<file path="src/rtl/pulse_burst_classifier_pkg.sv">
// pulse_burst_classifier_pkg: shared FSM state type and default burst parameters
package pulse_burst_classifier_pkg;
  typedef enum logic {ST_IDLE = 1'b0, ST_COLLECT = 1'b1} state_e;
  localparam int DEF_WINDOW = 20;
  localparam int DEF_MAX_COUNT = 7;
endpackage

</file>
<file path="src/rtl/pulse_burst_classifier_timer.sv">
// burst_window_timer: idle-cycle counter that flags the last cycle of a burst window
module burst_window_timer #(
  parameter int WINDOW = 20
) (
  input  logic clk,
  input  logic rst,
  input  logic clear,
  input  logic advance,
  output logic expired
);
  localparam int TW = $clog2(WINDOW);
  logic [TW-1:0] timer_q, timer_d;
  always_comb timer_d = clear ? '0 : advance ? timer_q + 1'b1 : timer_q;
  always_ff @(posedge clk or posedge rst)
    if (rst) timer_q <= '0;
    else     timer_q <= timer_d;
  assign expired = timer_q == TW'(WINDOW - 1);
endmodule

</file>
<file path="src/rtl/pulse_burst_classifier.sv">
// pulse_burst_classifier: groups closely spaced press strobes into counted bursts
module pulse_burst_classifier
  import pulse_burst_classifier_pkg::*;
#(
  parameter int  WINDOW    = DEF_WINDOW,
  parameter int  MAX_COUNT = DEF_MAX_COUNT,
  localparam int CNT_W     = $clog2(MAX_COUNT + 1)
) (
  input  logic             clk,
  input  logic             rst,
  input  logic             pulse,
  input  logic             evt_ready,
  output logic             evt_valid,
  output logic [CNT_W-1:0] evt_count,
  output logic             evt_sat,
  output logic             overrun,
  output logic             busy
);
  state_e state_q, state_d;
  logic [CNT_W-1:0] count_q, count_d, evt_count_q, evt_count_d;
  logic sat_q, sat_d, evt_valid_q, evt_valid_d, evt_sat_q, evt_sat_d, overrun_d, overrun_q;
  logic expired, at_max, close;
  burst_window_timer #(.WINDOW(WINDOW)) u_timer (
    .clk     (clk),
    .rst     (rst),
    .clear   (pulse | expired),
    .advance (state_q == ST_COLLECT),
    .expired (expired)
  );
  assign at_max = count_q == CNT_W'(MAX_COUNT);
  always_comb begin
    state_d     = state_q;
    count_d     = count_q;
    sat_d       = sat_q;
    close       = 1'b0;
    evt_valid_d = evt_valid_q;
    evt_count_d = evt_count_q;
    evt_sat_d   = evt_sat_q;
    overrun_d   = 1'b0;
    if (state_q == ST_IDLE) begin
      if (pulse) begin
        state_d = ST_COLLECT;
        count_d = CNT_W'(1);
        sat_d   = MAX_COUNT == 1;
      end
    end else if (pulse) begin
      count_d = at_max ? count_q : count_q + 1'b1;
      sat_d   = at_max || (count_q + 1'b1) == CNT_W'(MAX_COUNT);
    end else if (expired) begin
      state_d = ST_IDLE;
      count_d = '0;
      close   = 1'b1;
    end
    // a held event is only replaced when the consumer takes it this same cycle
    if (close && (!evt_valid_q || evt_ready)) begin
      evt_valid_d = 1'b1;
      evt_count_d = count_q;
      evt_sat_d   = sat_q;
    end else if (close) begin
      overrun_d = 1'b1;
    end else if (evt_valid_q && evt_ready) begin
      evt_valid_d = 1'b0;
    end
  end
  always_ff @(posedge clk or posedge rst)
    if (rst) begin
      state_q     <= ST_IDLE;
      count_q     <= '0;
      sat_q       <= 1'b0;
      evt_valid_q <= 1'b0;
      evt_count_q <= '0;
      evt_sat_q   <= 1'b0;
      overrun_q   <= 1'b0;
    end else begin
      state_q     <= state_d;
      count_q     <= count_d;
      sat_q       <= sat_d;
      evt_valid_q <= evt_valid_d;
      evt_count_q <= evt_count_d;
      evt_sat_q   <= evt_sat_d;
      overrun_q   <= overrun_d;
    end
  assign evt_valid = evt_valid_q;
  assign evt_count = evt_count_q;
  assign evt_sat   = evt_sat_q;
  assign overrun   = overrun_q;
  assign busy      = state_q == ST_COLLECT;
endmodule
</file>
<file path="config.mk">
export PLATFORM = sky130hd
export DESIGN_NAME = pulse_burst_classifier
export DESIGN_NICKNAME = d
export VERILOG_FILES = /design/src/rtl/pulse_burst_classifier_pkg.sv /design/src/rtl/pulse_burst_classifier_timer.sv /design/src/rtl/pulse_burst_classifier.sv
export SDC_FILE = /design/constraint.sdc
export NUM_CORES = 1
export LEC_CHECK = 0
export ABC_AREA = 1
export CAP_MARGIN = 10
export CORE_MARGIN = 4
export CORE_UTILIZATION = 58
export CTS_CLUSTER_DIAMETER = 200
export DETAILED_ROUTE_END_ITERATION = 16
export DONT_BUFFER_PORTS = 1
export GPL_TIMING_DRIVEN = 0
export PLACE_DENSITY = 0.74
export SYNTH_ARGS = -nofsm -noshare
export SYNTH_HDL_FRONTEND = slang
export SYNTH_HIERARCHICAL = 1
export SYNTH_SLANG_ARGS = --single-unit
export TNS_END_PERCENT = 50
</file>
<file path="constraint.sdc">
create_clock -name clk -period 2.4 [get_ports clk]
set_clock_uncertainty 0.2 [all_clocks]
set_input_delay 0.12 -clock clk [delete_from_list [all_inputs] [get_ports clk]]
set_output_delay 0.12 -clock clk [all_outputs]
set_load 0.01 [all_outputs]
</file>
* After elaboration in Yosys (flattened, before gate mapping)
Cells that the tools add are included.
** Word-level totals
- Flip-flop bits (word level) :: 16
- Logic and storage cells :: 49
- Bits in latches :: 0
- Bits in writable memories :: 0
- ROM bits :: 0
- Bits of input ports :: 4
- Memories :: 0
- Output and inout port bits :: 7
** Cells by class
- Add/sub/neg operators :: 2
- Shift-type cells :: 0
- Equal/unequal tests :: 5
- Muxes and demuxes :: 22
- Div/mod/pow operators :: 0
- Order comparisons :: 0
- Bitwise operators :: 1
- $mul :: 0
- Reductions and logical operators :: 11
** Operators with widths (number)
- 1-bit 2-to-1 mux :: 15
- 3-bit 2-to-1 mux :: 5
- 5-bit 2-to-1 mux :: 2
- 2-bit nonzero test :: 4
- 3-bit == test, second input constant :: 2
- 5-bit by 1-bit adder with 5-bit output, second input constant :: 1
- 5-bit == test, second input constant :: 1
- 3-bit by 1-bit adder with 3-bit output, second input constant :: 1
- 3-bit != test, second input constant :: 1
- 3-bit AND reduction :: 1
- 1-bit logical AND :: 2
- 1-bit logical OR :: 2
- 2-bit by 1-bit != test with 1-bit output, second input constant :: 1
- 2-bit AND reduction :: 1
- 1-bit zero test :: 1
- 1-bit bitwise OR :: 1

* Logic depth before layout (Yosys ltp)
Gate-level depths: netlist (run 1).
- Word-level depth :: 7
- Mapped depth :: 9
- Mapped depth without buffers :: 9

* Cells and area by module
The synthesis (run 1) kept the hierarchy.
** By module, submodules not included
- pulse_burst_classifier :: cells an instance 60, area an instance 524.3 sq um, seq. area each 275.3 sq um, instances 1
- burst_window_timer :: cells an instance 34, area an instance 256.5 sq um, seq. area each 125.1 sq um, instances 1

* Worst setup path after synthesis (run 1)
Ideal clock, no wire load.
- Kind :: register -> register
- Start :: register u_timer.timer_q[0]
- End :: register u_timer.timer_q[4]
- Required time :: 2.081 ns
- Cell stages (with the launch flop) :: 9
- Setup time :: 0.119 ns
- Arrival time :: 1.432 ns
- Buffers on the path :: 0
- Path slack :: 0.649 ns
- Cells stage by stage :: dfrtp_1 ha_1 nand2_1 nor3_1 or2_2 nor2_1 nor2_2 a21oi_1 nor2_1
** On the way
- Longest elaborated chain between the ends :: 3
** RTL lines
- from (decl) :: RTL line pulse_burst_classifier_timer.sv:12 : logic [TW-1:0] timer_q, timer_d;
- from (signal assigned) :: RTL line pulse_burst_classifier_timer.sv:16 : else timer_q <= timer_d;
- 5-bit == test * :: RTL line pulse_burst_classifier_timer.sv:17 : assign expired = timer_q == TW'(WINDOW - 1);
- net expired :: RTL line pulse_burst_classifier.sv:22 : logic expired, at_max, close;
- 1-bit bitwise OR * :: RTL line pulse_burst_classifier.sv:26 : .clear (pulse | expired),
- 5-bit 2-to-1 mux or 2-bit nonzero test (tied branches)
The timed path passes the listed nets; every way through them passes the cells marked *. The select of a mux whose other input is x is not followed.
A chain may end at the register's enable or synchronous reset.

* Worst setup path after layout (run 1)
Same ends and word-level chain as after synthesis.

==> report_table.html, run 1 <==
<table>
<tr><th>Metric</th><th>Value</th></tr>
<tr><th colspan="2">Worst setup path</th></tr>
<tr><td>Critical Path Sink Type</td><td>register</td></tr>
<tr><td>Critical-path maximum fanout</td><td>4</td></tr>
<tr><td>Critical Path RT</td><td>2380 ps</td></tr>
<tr><td>Top cell family by delay on the critical path</td><td>simple AND/OR/NAND/NOR gates</td></tr>
<tr><td>Highest-delay cell along the critical path</td><td>dfrtp_1</td></tr>
<tr><td>Category of the worst setup path launch point</td><td>register</td></tr>
<tr><td>Critical Setup Path Class</td><td>reg2reg</td></tr>
<tr><td>Data arrival time of the worst path</td><td>1880 ps</td></tr>
<tr><td>Critical-path cell list</td><td>ha_1 -&gt; nand2_1 -&gt; nor3_1 -&gt; or2_2 -&gt; nor2_1 -&gt; nor2_2 -&gt; a21oi_1 -&gt; nor2_1</td></tr>
<tr><td>Launching element of the worst setup path</td><td>u_timer/timer_q[0]</td></tr>
<tr><td>CP Buf/Inv Count</td><td>0</td></tr>
<tr><td>Startpoint of the worst-slack reg-to-reg timing path</td><td>u_timer/timer_q[0]</td></tr>
<tr><td>Crit path largest cell delay</td><td>430 ps</td></tr>
<tr><td>Critical path's most frequent cell</td><td>nor2_1</td></tr>
<tr><th colspan="2">Timing</th></tr>
<tr><td>Share of the clock period used by the worst path</td><td>78.8%</td></tr>
<tr><td>Count of pins over their slew limit</td><td>0</td></tr>
<tr><td>Setup TNS</td><td>0 ps</td></tr>
<tr><td>Pin slew with the least headroom to its limit</td><td>414 ps</td></tr>
<tr><td>Final Critical Period</td><td>1890 ps</td></tr>
<tr><td>Worst Hold Margin</td><td>81.0 ps</td></tr>
<tr><td>Final Hold Viols</td><td>0</td></tr>
<tr><td>Slew headroom</td><td>72.4%</td></tr>
<tr><td>Unrepaired setup endpoints after global routing</td><td>false</td></tr>
<tr><td>Total setup violations reported at the end of the flow</td><td>0</td></tr>
<tr><td>Achievable clock frequency</td><td>around 530 MHz</td></tr>
<tr><th colspan="2">Placement</th></tr>
<tr><td>Final HPWL DP</td><td>943 um</td></tr>
<tr><td>Input/output buffers</td><td>0</td></tr>
<tr><td>Placed Cells incl. Taps</td><td>between 100 and 150</td></tr>
<tr><td>Final GP Congestion</td><td>0.742</td></tr>
<tr><th colspan="2">Clocking</th></tr>
<tr><td>Largest buffer count on any clock path</td><td>2</td></tr>
<tr><td>CTS Root Buffer Type</td><td>clkbuf_4</td></tr>
<tr><td>Latest clock arrival within the worst-skew pair</td><td>280 ps</td></tr>
<tr><td>Number of buffers inserted during clock tree synthesis</td><td>3</td></tr>
<tr><td>Clock-pin slew on the worst setup and hold paths</td><td>90 ps</td></tr>
<tr><td>Number of gates given a new drive strength after cts</td><td>0</td></tr>
<tr><td>Number of levels the H-tree was split into</td><td>1</td></tr>
<tr><td>Clock net sink count</td><td>16</td></tr>
<tr><td>CTS tree</td><td>built</td></tr>
<tr><td>Post-CTS setup buffer count</td><td>0</td></tr>
<tr><th colspan="2">Pwr</th></tr>
<tr><td>Total Power Consumption</td><td>588 uW</td></tr>
<tr><td>Static power due to leakage</td><td>0.490 nW</td></tr>
<tr><td>P per Cell Area</td><td>a little under 700 nW/um^2</td></tr>
<tr><td>Maximum vdd ir drop</td><td>0.455 mV</td></tr>
<tr><th colspan="2">Synthesis</th></tr>
<tr><td>Top cell types by occurrence after synthesis</td><td>nand2_1, dfrtp_1, inv_1</td></tr>
<tr><td>Post-synthesis area per instance</td><td>8.31 sq um</td></tr>
<tr><td>Post-synth EDFFs</td><td>0</td></tr>
<tr><td>Number of cells produced by synthesis</td><td>94</td></tr>
<tr><td>Synth area leader</td><td>dfrtp_1</td></tr>
<tr><td>Syn Std Cell Area</td><td>between 700 and 800 sq um</td></tr>
<tr><td>Warning count from the yosys run</td><td>6</td></tr>
<tr><td>Share of the synthesized area in the top cell type</td><td>51.3%</td></tr>
<tr><td>Most used DFF post-synth</td><td>dfrtp_1</td></tr>
<tr><td>Count of different cell masters after synthesis</td><td>17</td></tr>
<tr><td>FFs w/ async S/R, synth</td><td>100%</td></tr>
<tr><td>Largest cells by area after synthesis</td><td>dfrtp_1, nand2_1, ha_1</td></tr>
<tr><td>Register area share after synthesis</td><td>51.3%</td></tr>
<tr><td>Number of synthesized register bits</td><td>16</td></tr>
<tr><td>Most common cell in the synthesized netlist</td><td>nand2_1</td></tr>
<tr><td>Mapped Nets</td><td>roughly 100</td></tr>
<tr><th colspan="2">Layout</th></tr>
<tr><td>Core utilization of the finished layout</td><td>about three quarters</td></tr>
<tr><td>Layout Nets</td><td>111</td></tr>
<tr><td>Total of fill cells in the finished design</td><td>92</td></tr>
<tr><td>Share of cells above drive strength 1</td><td>9.80%</td></tr>
<tr><td>Synth-to-Final Area Change</td><td>12.0%</td></tr>
<tr><td>Total area of sequential cells</td><td>400 sq um</td></tr>
<tr><td>Area of the multi-input gates</td><td>330 sq um</td></tr>
<tr><td>Final non-filler cell total</td><td>116</td></tr>
<tr><td>Diodes inserted</td><td>0</td></tr>
<tr><th colspan="2">Drt</th></tr>
<tr><td>Total Routed Length</td><td>roughly 1300 um</td></tr>
<tr><td>Avg Vias per Cell</td><td>5.02</td></tr>
<tr><td>Number of nets still failing antenna checks after routing</td><td>0</td></tr>
<tr><td>Residual DRC count</td><td>0</td></tr>
<tr><td>Wire length per cell after detailed routing</td><td>11.0 um</td></tr>
<tr><td>Detailed Route Iter0 Violations</td><td>9</td></tr>
<tr><td>Number of search-and-repair iterations in the first detailed-routing pass</td><td>4</td></tr>
<tr><td>Vias post-DR</td><td>about 580</td></tr>
<tr><th colspan="2">Job</th></tr>
<tr><td>Number of max-capacitance violations reported</td><td>0</td></tr>
<tr><th colspan="2">Floorplanning</th></tr>
<tr><td>Starting density of the core</td><td>65.8%</td></tr>
<tr><td>Area of the placeable core</td><td>1190 sq um</td></tr>
<tr><td>Ports</td><td>11</td></tr>
<tr><td>Die footprint</td><td>2000 sq um</td></tr>
<tr><td>Floorplan row count</td><td>12</td></tr>
<tr><td>Horizontal extent of the die</td><td>44.7 um</td></tr>
<tr><td>Height of the die</td><td>approximately 45 um</td></tr>
<tr><th colspan="2">Global routing</th></tr>
<tr><td>Largest net degree at the start of global routing</td><td>12</td></tr>
<tr><td>Overflow after GRT</td><td>0</td></tr>
<tr><td>Antenna violations before repair</td><td>0</td></tr>
<tr><td>First-pass GRT wire length</td><td>2440 um</td></tr>
<tr><td>Vias in the first global route</td><td>between 500 and 600</td></tr>
<tr><td>GRT Resource Usage Total</td><td>17.1%</td></tr>
<tr><th colspan="2">Run status</th></tr>
<tr><td>Result of the run</td><td>completed</td></tr>
<tr><th colspan="2">Worst hold path</th></tr>
<tr><td>Worst hold path class</td><td>in2async</td></tr>
</table>
-- power breakdown --
| part | leakage [nW] | total, mW | internal, mW | switching [mW] |
|---|---|---|---|---|
| Combinational | 0.257 | 0.0854 | 0.0386 | 0.0468 |
| Sequential | 0.211 | 0.325 | 0.298 | 0.0272 |
| Clock | 0.0210 | 0.177 | 0.0924 | 0.0848 |
| Total | 0.490 | 0.588 | 0.429 | 0.159 |
-- registers in the layout, indices dropped and copies added, names as in the netlist --
signal and count:
evt_valid 1, overrun 1, u_timer/timer_q 5, evt_sat 1
count_q 3, busy 1, sat_q 1, evt_count 3
-- metrics by stage --
step           area [sq um]  setup slack, ps
6_report                875              509
5_1_grt                 875              321
4_1_cts                 875              514
3_5_place_dp            798              538
3_3_place_gp            798              539
2_1_floorplan           781              649
-- layer usage --
metal  vias to the layer above  part of all wire (%)  track usage [%]
met2                        14                    39             22.9
met5                         -                     0                0
met1                       254                    52             24.3
li1                        309                     -                -
met3                         5                   6.2             4.38
met4                         0                   3.1             10.8
-- logic make-up (layout without fill, tap and decap cells) --
group / Yosys count / count (layout) / synth area share, %
AO/OA/AOI/OAI: 2 / 2 / 1.28
XOR/XNOR: 1 / 1 / 1.12
adder cells (fa/ha/maj): 4 / 4 / 6.41
buffers and inverters: 13 / 21 / 6.41
flip-flops: 16 / 16 / 51.3
AND/OR/NAND/NOR: 58 / 58 / 33.5
-- layout make-up --
cell class | instances | area share [%]
Sequential cell | 16 | 45.8
Multi-Input combinational cell | 65 | 37.8
Inverter | 12 | 5.15
Timing Repair Buffer | 4 | 4.58
Clock buffer | 4 | 4.15
Tap cell | 14 | 2.00
Buffer | 1 | 0.572
-- worst paths after layout --
kind,to,slack (ps),depth (start not counted)
worst max-delay path,u_timer/timer_q[4],510,8
max in group asynchronous,u_timer/timer_q[1],1260,3
min in group clk,u_timer/timer_q[1],320,2
worst min register to register,u_timer/timer_q[1],320,2
worst min-delay path,busy,80,2
worst max register to register,u_timer/timer_q[4],510,8
-- placed cells by master (no fill, tap or decap) --
cell and count:
xnor2_1 1, or2_2 1, a21oi_1 1, clkbuf_2 1
nor2_1 9, dlygate4sd3_1 4, clkbuf_4 3, nand2_4 1
nand2_2 1, nor3_1 1, nor2_4 1, inv_1 12
clkbuf_8 1, dfrtp_1 16, ha_1 4, nand4_1 3
nand3_1 10, o21ai_0 1, nand2_1 30, nor2_2 1
-- repair_timing --
item | in CTS | in global routing
hold buffers | 4 | 0
endpoints found under the setup margin | 0 | 0
hold endpoints to repair | 21 | 0
Note: power is estimated with default switching activity, not from simulation.
==> run 2: changes to the inputs <==
--- a/config.mk
+++ b/config.mk
@@ -5,15 +5,15 @@
 export SDC_FILE = /design/constraint.sdc
 export NUM_CORES = 1
 export LEC_CHECK = 0
-export ABC_AREA = 1
+export ABC_AREA = 0
 export CAP_MARGIN = 10
 export CORE_MARGIN = 4
-export CORE_UTILIZATION = 58
+export CORE_UTILIZATION = 59
 export CTS_CLUSTER_DIAMETER = 200
 export DETAILED_ROUTE_END_ITERATION = 16
 export DONT_BUFFER_PORTS = 1
 export GPL_TIMING_DRIVEN = 0
-export PLACE_DENSITY = 0.74
+export PLACE_DENSITY = 0.75
 export SYNTH_ARGS = -nofsm -noshare
 export SYNTH_HDL_FRONTEND = slang
 export SYNTH_HIERARCHICAL = 1
==> constraint.sdc (replaced) <==
create_clock -name clk -period 1.86 [get_ports clk]
set_clock_uncertainty 0.2 [all_clocks]
set_input_delay 0.093 -clock clk [delete_from_list [all_inputs] [get_ports clk]]
set_output_delay 0.093 -clock clk [all_outputs]
set_load 0.01 [all_outputs]
==> run 2 against run 1 <==
The run now ends with negative setup slack left. First-iteration DRC count up 78%. Cell count down 14%. Count of clock-buffer cells in the layout unchanged. Critical path type unchanged. Critical endpoint is now evt_count[1]. Largest power group unchanged.
==> report_table.html, run 2 <==
<table>
<tr><th>Metric</th><th>Value</th></tr>
<tr><th colspan="2">Layout</th></tr>
<tr><td>Synth-to-Final Area Change</td><td>25.2%</td></tr>
<tr><td>Total of fill cells in the finished design</td><td>79 (-14%)</td></tr>
<tr><td>Highest-count cells in the layout ignoring fill and taps</td><td>dfrtp_1, buf_4, inv_1, mux2_4, nand2_1</td></tr>
<tr><td>Final std cell area, no fill</td><td>1010 sq um (+16%)</td></tr>
<tr><td>Layout Nets</td><td>94 (-15%)</td></tr>
<tr><td>Largest reg by FF count</td><td>u_timer/timer_q</td></tr>
<tr><td>Diodes inserted</td><td>0 (unchanged)</td></tr>
<tr><td>Share of cells above drive strength 1</td><td>37.6% (+28 points)</td></tr>
<tr><td>Commonest non-fill, non-tap cell in the layout</td><td>dfrtp_1</td></tr>
<tr><td>Flip-flop count of the largest register, all copies and words added</td><td>5 (unchanged)</td></tr>
<tr><th colspan="2">Worst setup path</th></tr>
<tr><td>Critical Setup Path Class</td><td>reg2reg</td></tr>
<tr><td>Critical-path maximum fanout</td><td>4 (unchanged)</td></tr>
<tr><td>Register-to-register setup slack</td><td>-10 ps (-520 ps)</td></tr>
<tr><td>Critical Path RT</td><td>1840 ps (-540 ps)</td></tr>
<tr><td>CP Buf/Inv Count</td><td>1 (+1)</td></tr>
<tr><td>Crit path largest cell delay</td><td>460 ps (+30 ps)</td></tr>
<tr><td>Capture point of the worst reg-to-reg path</td><td>evt_count[1]</td></tr>
<tr><td>Reg2Reg Depth</td><td>5 (-3)</td></tr>
<tr><td>Crit path depth</td><td>5 (-3)</td></tr>
<tr><td>Critical-path cell list</td><td>nor4bb_4 -&gt; nand2_2 -&gt; nor3b_4 -&gt; buf_6 -&gt; mux2_4</td></tr>
<tr><td>Highest-delay cell along the critical path</td><td>dfrtp_2</td></tr>
<tr><td>Critical Path Sink Type</td><td>register</td></tr>
<tr><td>Startpoint of the worst-slack reg-to-reg timing path</td><td>u_timer/timer_q[3]</td></tr>
<tr><td>Top cell family by delay on the critical path</td><td>simple AND/OR/NAND/NOR gates</td></tr>
<tr><td>Data arrival time of the worst path</td><td>1850 ps (-30 ps)</td></tr>
<tr><td>Category of the worst setup path launch point</td><td>register</td></tr>
<tr><th colspan="2">Drt</th></tr>
<tr><td>Wire length per cell after detailed routing</td><td>17.0 um (+55%)</td></tr>
<tr><td>Vias post-DR</td><td>565 (-2.9%)</td></tr>
<tr><td>Total Routed Length</td><td>1700 um (+34%)</td></tr>
<tr><td>Detailed Route Iter0 Violations</td><td>16 (+7)</td></tr>
<tr><td>Number of search-and-repair iterations in the first detailed-routing pass</td><td>4 (unchanged)</td></tr>
<tr><td>Residual DRC count</td><td>0 (unchanged)</td></tr>
<tr><td>Avg Vias per Cell</td><td>5.65 (+13%)</td></tr>
<tr><td>Number of nets still failing antenna checks after routing</td><td>0 (unchanged)</td></tr>
<tr><th colspan="2">Worst hold path</th></tr>
<tr><td>Worst hold path class</td><td>in2async</td></tr>
<tr><th colspan="2">Synthesis</th></tr>
<tr><td>Share of the synthesized area in the top cell type</td><td>49.5% (-1.7 points)</td></tr>
<tr><td>Top cell types by occurrence after synthesis</td><td>dfrtp_1, inv_1, nand2_1</td></tr>
<tr><td>Largest cells by area after synthesis</td><td>dfrtp_1, ha_1, mux2_2</td></tr>
<tr><td>Count of different cell masters after synthesis</td><td>25 (+8)</td></tr>
<tr><td>Synth area leader</td><td>dfrtp_1</td></tr>
<tr><td>Post-synth EDFFs</td><td>0 (unchanged)</td></tr>
<tr><td>FFs w/ async S/R, synth</td><td>100% (unchanged)</td></tr>
<tr><td>Most used DFF post-synth</td><td>dfrtp_1</td></tr>
<tr><td>Mapped Nets</td><td>77 (-25%)</td></tr>
<tr><td>Register area share after synthesis</td><td>49.5% (-1.7 points)</td></tr>
<tr><td>Most common cell in the synthesized netlist</td><td>dfrtp_1</td></tr>
<tr><td>Number of cells produced by synthesis</td><td>69 (-27%)</td></tr>
<tr><td>Post-synthesis area per instance</td><td>11.7 sq um (+41%)</td></tr>
<tr><td>Syn Std Cell Area</td><td>808 sq um (+3.5%)</td></tr>
<tr><td>Warning count from the yosys run</td><td>6 (unchanged)</td></tr>
<tr><td>Number of synthesized register bits</td><td>16 (unchanged)</td></tr>
<tr><th colspan="2">Clocking</th></tr>
<tr><td>Clock net sink count</td><td>16 (unchanged)</td></tr>
<tr><td>CTS tree</td><td>built</td></tr>
<tr><td>CTS Root Buffer Type</td><td>clkbuf_4</td></tr>
<tr><td>Number of levels the H-tree was split into</td><td>1 (unchanged)</td></tr>
<tr><td>Latest clock arrival within the worst-skew pair</td><td>280 ps (about the same)</td></tr>
<tr><td>Largest buffer count on any clock path</td><td>2 (unchanged)</td></tr>
<tr><td>Number of buffers inserted during clock tree synthesis</td><td>3 (unchanged)</td></tr>
<tr><td>Clock-pin slew on the worst setup and hold paths</td><td>90 ps (about the same)</td></tr>
<tr><th colspan="2">Floorplanning</th></tr>
<tr><td>Area of the placeable core</td><td>1300 sq um (+9.7%)</td></tr>
<tr><td>Height of the die</td><td>45.0 um (+0.72%)</td></tr>
<tr><td>Starting density of the core</td><td>62.1% (-3.7 points)</td></tr>
<tr><td>Horizontal extent of the die</td><td>45.0 um (+0.72%)</td></tr>
<tr><td>Die footprint</td><td>2030 sq um (+1.4%)</td></tr>
<tr><td>Floorplan row count</td><td>13 (+1)</td></tr>
<tr><td>Ports</td><td>11 (unchanged)</td></tr>
<tr><th colspan="2">Pwr</th></tr>
<tr><td>Maximum vdd ir drop</td><td>0.761 mV (+67%)</td></tr>
<tr><td>Static power due to leakage</td><td>0.472 nW (-3.6%)</td></tr>
<tr><td>P per Cell Area</td><td>907 nW/um^2 (+35%)</td></tr>
<tr><th colspan="2">Timing</th></tr>
<tr><td>Final Critical Period</td><td>1870 ps (-18.6 ps)</td></tr>
<tr><td>Final Hold Viols</td><td>0 (unchanged)</td></tr>
<tr><td>Slew headroom</td><td>72.3% (about the same)</td></tr>
<tr><td>Count of pins over their slew limit</td><td>0 (unchanged)</td></tr>
<tr><td>Unrepaired setup endpoints after global routing</td><td>true</td></tr>
<tr><td>Pin slew with the least headroom to its limit</td><td>414 ps (+0.440 ps)</td></tr>
<tr><td>Setup slack of the critical path after layout</td><td>-12.4 ps (-521 ps)</td></tr>
<tr><td>Achievable clock frequency</td><td>534 MHz (+0.99%)</td></tr>
<tr><td>Total setup violations reported at the end of the flow</td><td>4 (+4)</td></tr>
<tr><td>Share of the clock period used by the worst path</td><td>101% (+22 points)</td></tr>
<tr><td>Worst Hold Margin</td><td>52.5 ps (-28.5 ps)</td></tr>
<tr><th colspan="2">Global routing</th></tr>
<tr><td>First-pass GRT wire length</td><td>2800 um (+15%)</td></tr>
<tr><td>GRT Resource Usage Total</td><td>20.5% (+3.4 points)</td></tr>
<tr><td>Overflow after GRT</td><td>0 (unchanged)</td></tr>
<tr><td>Antenna violations before repair</td><td>0 (unchanged)</td></tr>
<tr><td>Largest net degree at the start of global routing</td><td>12 (unchanged)</td></tr>
<tr><td>Vias in the first global route</td><td>596 (+3.8%)</td></tr>
<tr><th colspan="2">Job</th></tr>
<tr><td>Number of max-capacitance violations reported</td><td>0 (unchanged)</td></tr>
<tr><th colspan="2">Placement</th></tr>
<tr><td>Input/output buffers</td><td>0 (unchanged)</td></tr>
<tr><td>Setup slack after placement</td><td>-200 ps (-738 ps)</td></tr>
<tr><td>Final HPWL DP</td><td>1030 um (+8.9%)</td></tr>
<tr><td>Final GP Congestion</td><td>0.742 (about the same)</td></tr>
<tr><td>Post-DP Area</td><td>845 sq um (+5.8%)</td></tr>
<tr><th colspan="2">Run status</th></tr>
<tr><td>Result of the run</td><td>finished, violations left</td></tr>
<tr><td>Failing checks</td><td>negative setup slack</td></tr>
</table>
[run 2: changes by cell type after synthesis, moves of 4 or more]
cell     before  now
inv_1        12    6
o22ai_1       0    4
nand3_1      10    0
mux2_2        0    4
nand2_1      30    5
nor2_1        9    4
[run 2: per-layer routing]
| layer | vias up | routed length [um] | track usage, % | share of wire [%] |
|---|---|---|---|---|
| met1 | 270 | 764 | 24.0 | 45 |
| met2 | 18 | 779 | 32.2 | 46 |
| met3 | 6 | 113 | 8.37 | 6.7 |
| met4 | 0 | 41 | 10.5 | 2.4 |
| li1 | 271 | - | - | - |
| met5 | - | 0 | 0 | 0 |
[run 2: worst max path at each step]
stage / endpoint / slack (ps) / start
6_report: evt_count[1] / -10 / u_timer/timer_q[3]
3_3_place_gp: evt_count[0] / -170 / u_timer/timer_q[0]
4_1_cts: evt_count[1] / 1 / u_timer/timer_q[3]
3_5_place_dp: evt_count[1] / -200 / u_timer/timer_q[0]
2_1_floorplan: evt_count[0] / -10 / u_timer/timer_q[0]
5_1_grt: evt_count[2] / -70 / u_timer/timer_q[0]
[run 2: layout make-up]
cell class	instances	area, sq um	share of cell area, %
multi-input combinational	45	412	40.7
tap	15	18.8	1.85
clock buffer	4	36.3	3.58
inverter	6	22.5	2.22
buffer	2	16.3	1.61
sequential	16	403	39.8
timing repair buffer	12	104	10.3
[run 2: kinds of logic after synthesis]
family,after synthesis,share of synthesized area (%)
simple gates,20,16.9
flops,16,49.5
compound gates,11,8.51
mux,9,13.0
buf+inv,8,4.80
fa+ha+maj,4,6.19
xor+xnor,1,1.08
[run 2: timing repair]
item | in CTS | in global routing
resized for setup | 6 | 2
pin swaps | 2 | 2
endpoints found under the setup margin | 4 | 6
buffers inserted | 6 | 2
hold endpoints to repair | 27 | 0
hold buffers | 4 | 0
[run 2: power by group]
part	internal, mW	switching, mW	leakage (nW)
clock	0.119	0.104	0.0210
sequential	0.396	0.0617	0.206
combinational	0.114	0.122	0.245
[run 2: worst register-to-register path, delay by kind of cell (launching register included)]
family	cells	cell delay, ps
DFF	1	460
and+or+nand+nor	3	650
buffers and inverters	1	150
muxes	1	300
[run 2: through the flow]
stage | instances | util [%] | TNS (ps) | power [mW]
6_report | 100 | 77.8 | -34.6 | 0.918
5_1_grt | 100 | 77.8 | -279 | 0.985
4_1_cts | 98 | 76.4 | 0 | 0.904
3_5_place_dp | 84 | 64.9 | -784 | 0.657
3_3_place_gp | 84 | 64.9 | -659 | 0.636
2_1_floorplan | 69 | - | -54.1 | 0.606
==> run 3: changes to the inputs <==
--- a/config.mk
+++ b/config.mk
@@ -13,7 +13,7 @@
 export DETAILED_ROUTE_END_ITERATION = 16
 export DONT_BUFFER_PORTS = 1
 export GPL_TIMING_DRIVEN = 0
-export PLACE_DENSITY = 0.75
+export PLACE_DENSITY_LB_ADDON = 0.1
 export SYNTH_ARGS = -nofsm -noshare
 export SYNTH_HDL_FRONTEND = slang
 export SYNTH_HIERARCHICAL = 1
==> run 3 against run 2 <==
The flow still finishes with violations (negative setup slack). Worst hold slack better by 17 ps. Utilization is 1.4 points higher. Combinational power is 14% higher. Global-route usage is 1.2 points higher.
==> report_table.html, run 3 (same netlist as run 2, synthesis figures left out) <==
<table>
<tr><th>Metric</th><th>Value</th></tr>
<tr><th colspan="2">Run status</th></tr>
<tr><td>Result of the run</td><td>finished, violations left</td></tr>
<tr><td>Failing checks</td><td>negative setup slack</td></tr>
<tr><th colspan="2">Timing</th></tr>
<tr><td>Unrepaired setup endpoints after global routing</td><td>true</td></tr>
<tr><td>Pin slew with the least headroom to its limit</td><td>411 ps (-3.05 ps)</td></tr>
<tr><td>Count of pins over their slew limit</td><td>0 (unchanged)</td></tr>
<tr><td>Final Critical Period</td><td>1920 ps (+43.7 ps)</td></tr>
<tr><td>Total setup violations reported at the end of the flow</td><td>4 (unchanged)</td></tr>
<tr><td>Share of the clock period used by the worst path</td><td>103% (+2.4 points)</td></tr>
<tr><td>Achievable clock frequency</td><td>522 MHz (-2.3%)</td></tr>
<tr><td>Setup slack of the critical path after layout</td><td>-56.1 ps (-43.7 ps)</td></tr>
<tr><td>Final Hold Viols</td><td>0 (unchanged)</td></tr>
<tr><td>Slew headroom</td><td>72.5% (+0.20 points)</td></tr>
<tr><th colspan="2">Drt</th></tr>
<tr><td>Wire length per cell after detailed routing</td><td>18.2 um (+7.3%)</td></tr>
<tr><td>Residual DRC count</td><td>0 (unchanged)</td></tr>
<tr><td>Avg Vias per Cell</td><td>5.76 (+1.9%)</td></tr>
<tr><td>Number of nets still failing antenna checks after routing</td><td>0 (unchanged)</td></tr>
<tr><td>Vias post-DR</td><td>593 (+5.0%)</td></tr>
<tr><td>Total Routed Length</td><td>1880 um (+11%)</td></tr>
<tr><td>Number of search-and-repair iterations in the first detailed-routing pass</td><td>4 (unchanged)</td></tr>
<tr><td>Detailed Route Iter0 Violations</td><td>12 (-4)</td></tr>
<tr><th colspan="2">Pwr</th></tr>
<tr><td>Switching power total</td><td>298 uW (+3.6%)</td></tr>
<tr><td>Static power due to leakage</td><td>0.483 nW (+2.3%)</td></tr>
<tr><td>Total Power Consumption</td><td>903 uW (-1.7%)</td></tr>
<tr><td>Maximum vdd ir drop</td><td>0.869 mV (+14%)</td></tr>
<tr><td>Part of the total power dissipated in sequential elements</td><td>50.2% (+0.3 points)</td></tr>
<tr><td>P per Cell Area</td><td>875 nW/um^2 (-3.4%)</td></tr>
<tr><td>Fraction of power consumed by combinational cells</td><td>29.9% (+4.1 points)</td></tr>
<tr><td>Switching Share</td><td>33.0% (+1.7 points)</td></tr>
<tr><td>Clock network fraction of design power</td><td>19.9% (-4.4 points)</td></tr>
<tr><td>P_int</td><td>604 uW (-4.1%)</td></tr>
<tr><th colspan="2">Layout</th></tr>
<tr><td>Core utilization of the finished layout</td><td>79.2% (+1.4 points)</td></tr>
<tr><td>Final std cell area, no fill</td><td>1030 sq um (+1.9%)</td></tr>
<tr><td>Flip-flop count of the largest register, all copies and words added</td><td>5 (unchanged)</td></tr>
<tr><td>Synth-to-Final Area Change</td><td>27.6%</td></tr>
<tr><td>Layout Nets</td><td>98 (+4.3%)</td></tr>
<tr><td>Diodes inserted</td><td>0 (unchanged)</td></tr>
<tr><td>Largest reg by FF count</td><td>u_timer/timer_q</td></tr>
<tr><td>Commonest non-fill, non-tap cell in the layout</td><td>dfrtp_1</td></tr>
<tr><td>Highest-count cells in the layout ignoring fill and taps</td><td>dfrtp_1, buf_4, dlygate4sd3_1</td></tr>
<tr><td>Share of cells above drive strength 1</td><td>35.2% (-2.4 points)</td></tr>
<tr><td>Final non-filler cell total</td><td>103 (+3.0%)</td></tr>
<tr><th colspan="2">Clocking</th></tr>
<tr><td>Latest clock arrival within the worst-skew pair</td><td>280 ps (about the same)</td></tr>
<tr><td>Number of levels the H-tree was split into</td><td>1 (unchanged)</td></tr>
<tr><td>CTS tree</td><td>built</td></tr>
<tr><td>Largest buffer count on any clock path</td><td>2 (unchanged)</td></tr>
<tr><td>Clock-pin slew on the worst setup and hold paths</td><td>90 ps (about the same)</td></tr>
<tr><td>CTS Root Buffer Type</td><td>clkbuf_4</td></tr>
<tr><td>Number of buffers inserted during clock tree synthesis</td><td>3 (unchanged)</td></tr>
<tr><td>Clock net sink count</td><td>16 (unchanged)</td></tr>
<tr><th colspan="2">Placement</th></tr>
<tr><td>Placed Cells incl. Taps</td><td>84 (unchanged)</td></tr>
<tr><td>Final GP Congestion</td><td>0.719 (-3.0%)</td></tr>
<tr><td>Post-DP Area</td><td>845 sq um (unchanged)</td></tr>
<tr><td>Input/output buffers</td><td>0 (unchanged)</td></tr>
<tr><td>Final HPWL DP</td><td>1100 um (+7.0%)</td></tr>
<tr><td>Setup slack after placement</td><td>-241 ps (-41.3 ps)</td></tr>
<tr><th colspan="2">Global routing</th></tr>
<tr><td>Overflow after GRT</td><td>0 (unchanged)</td></tr>
<tr><td>Vias in the first global route</td><td>626 (+5.0%)</td></tr>
<tr><td>GRT Resource Usage Total</td><td>21.7% (+1.2 points)</td></tr>
<tr><td>Largest net degree at the start of global routing</td><td>12 (unchanged)</td></tr>
<tr><td>First-pass GRT wire length</td><td>3050 um (+8.9%)</td></tr>
<tr><td>Antenna violations before repair</td><td>0 (unchanged)</td></tr>
<tr><th colspan="2">Floorplanning</th></tr>
<tr><td>Area of the placeable core</td><td>1300 sq um (unchanged)</td></tr>
<tr><td>Horizontal extent of the die</td><td>45.0 um (unchanged)</td></tr>
<tr><td>Ports</td><td>11 (unchanged)</td></tr>
<tr><td>Die footprint</td><td>2030 sq um (unchanged)</td></tr>
<tr><td>Height of the die</td><td>45.0 um (unchanged)</td></tr>
<tr><td>Starting density of the core</td><td>62.1% (unchanged)</td></tr>
<tr><td>Floorplan row count</td><td>13 (unchanged)</td></tr>
<tr><th colspan="2">Worst hold path</th></tr>
<tr><td>Worst hold path class</td><td>in2async</td></tr>
<tr><th colspan="2">Worst setup path</th></tr>
<tr><td>Crit path depth</td><td>6 (+1)</td></tr>
<tr><td>Critical-path maximum fanout</td><td>3 (-1)</td></tr>
<tr><td>Data arrival time of the worst path</td><td>1890 ps (+40 ps)</td></tr>
<tr><td>Critical Path Sink Type</td><td>register</td></tr>
<tr><td>CP Buf/Inv Count</td><td>1 (unchanged)</td></tr>
<tr><td>Highest-delay cell along the critical path</td><td>dfrtp_1</td></tr>
<tr><td>Crit path largest cell delay</td><td>410 ps (-50 ps)</td></tr>
<tr><td>Top cell family by delay on the critical path</td><td>simple AND/OR/NAND/NOR gates</td></tr>
<tr><td>Critical Setup Path Class</td><td>reg2reg</td></tr>
<tr><td>Critical Path RT</td><td>1830 ps (about the same)</td></tr>
<tr><td>Reg2Reg Depth</td><td>6 (+1)</td></tr>
<tr><td>Category of the worst setup path launch point</td><td>register</td></tr>
<tr><td>Critical-path cell list</td><td>ha_4 -&gt; nor4bb_4 -&gt; nand2_2 -&gt; nor3b_4 -&gt; buf_4 -&gt; mux2_4</td></tr>
<tr><th colspan="2">Job</th></tr>
<tr><td>Number of max-capacitance violations reported</td><td>0 (unchanged)</td></tr>
</table>
run 3: path summary, 6_finish.rpt:
check	start	to	slack (ps)
max	u_timer/timer_q[0]	evt_count[1]	-60
min	rst	evt_valid	70
max reg2reg	u_timer/timer_q[0]	evt_count[1]	-60
min reg2reg	sat_q	evt_sat	330
max in group asynchronous	rst	u_timer/timer_q[2]	670
min in group clk	sat_q	evt_sat	330
run 3: power by group through the flow:
stage	Sequential (mW)	Combinational, mW	Clock, mW
2_1_floorplan	0.441	0.165	0
3_3_place_gp	0.452	0.185	0
3_5_place_dp	0.455	0.202	0
4_1_cts	0.449	0.240	0.181
5_1_grt	0.461	0.301	0.201
6_report	0.453	0.270	0.179
run 3: layout make-up:
type / instances / area [sq um]
sequential: 16 / 402
multi-input combinational: 45 / 412
clock buffer: 3 / 22.5
timing repair buffer: 16 / 138
fill: 73 / 270
tap: 15 / 18.8
inverter: 6 / 22.5
buffer: 2 / 16.3
run 3: timing repair:
action                                  CTS  global route
endpoints found under the setup margin    4             4
gates cloned                              0             0
pin swaps                                 3             1
setup buffers                             7             2
hold buffers                              7             0
hold endpoints to repair                 27             0
gates resized for setup                   6             0
run 3: layer usage:
layer  part of all wire, %  global-route usage, %  up-vias
met4                   1.0                   7.02        0
met2                    48                   35.3       23
li1                      -                      -      278
met1                    45                   28.5      288
met5                     0                      0        -
met3                   5.8                   5.18        4
run 3: per-stage QoR:
step / TNS [ps] / hold WS, ps
after floorplan: -54.1 / -328
after global placement: -691 / -301
after detailed placement: -928 / -292
after CTS: -171 / 75.3
after global routing: -507 / 104
final: -201 / 69.6
run 3: worst register-to-register path: stages (launching register included):
cell      delay (ps)
dfrtp_1          410
ha_4             160
nor4bb_4         260
nand2_2          120
nor3b_4          200
buf_4            160
mux2_4           300
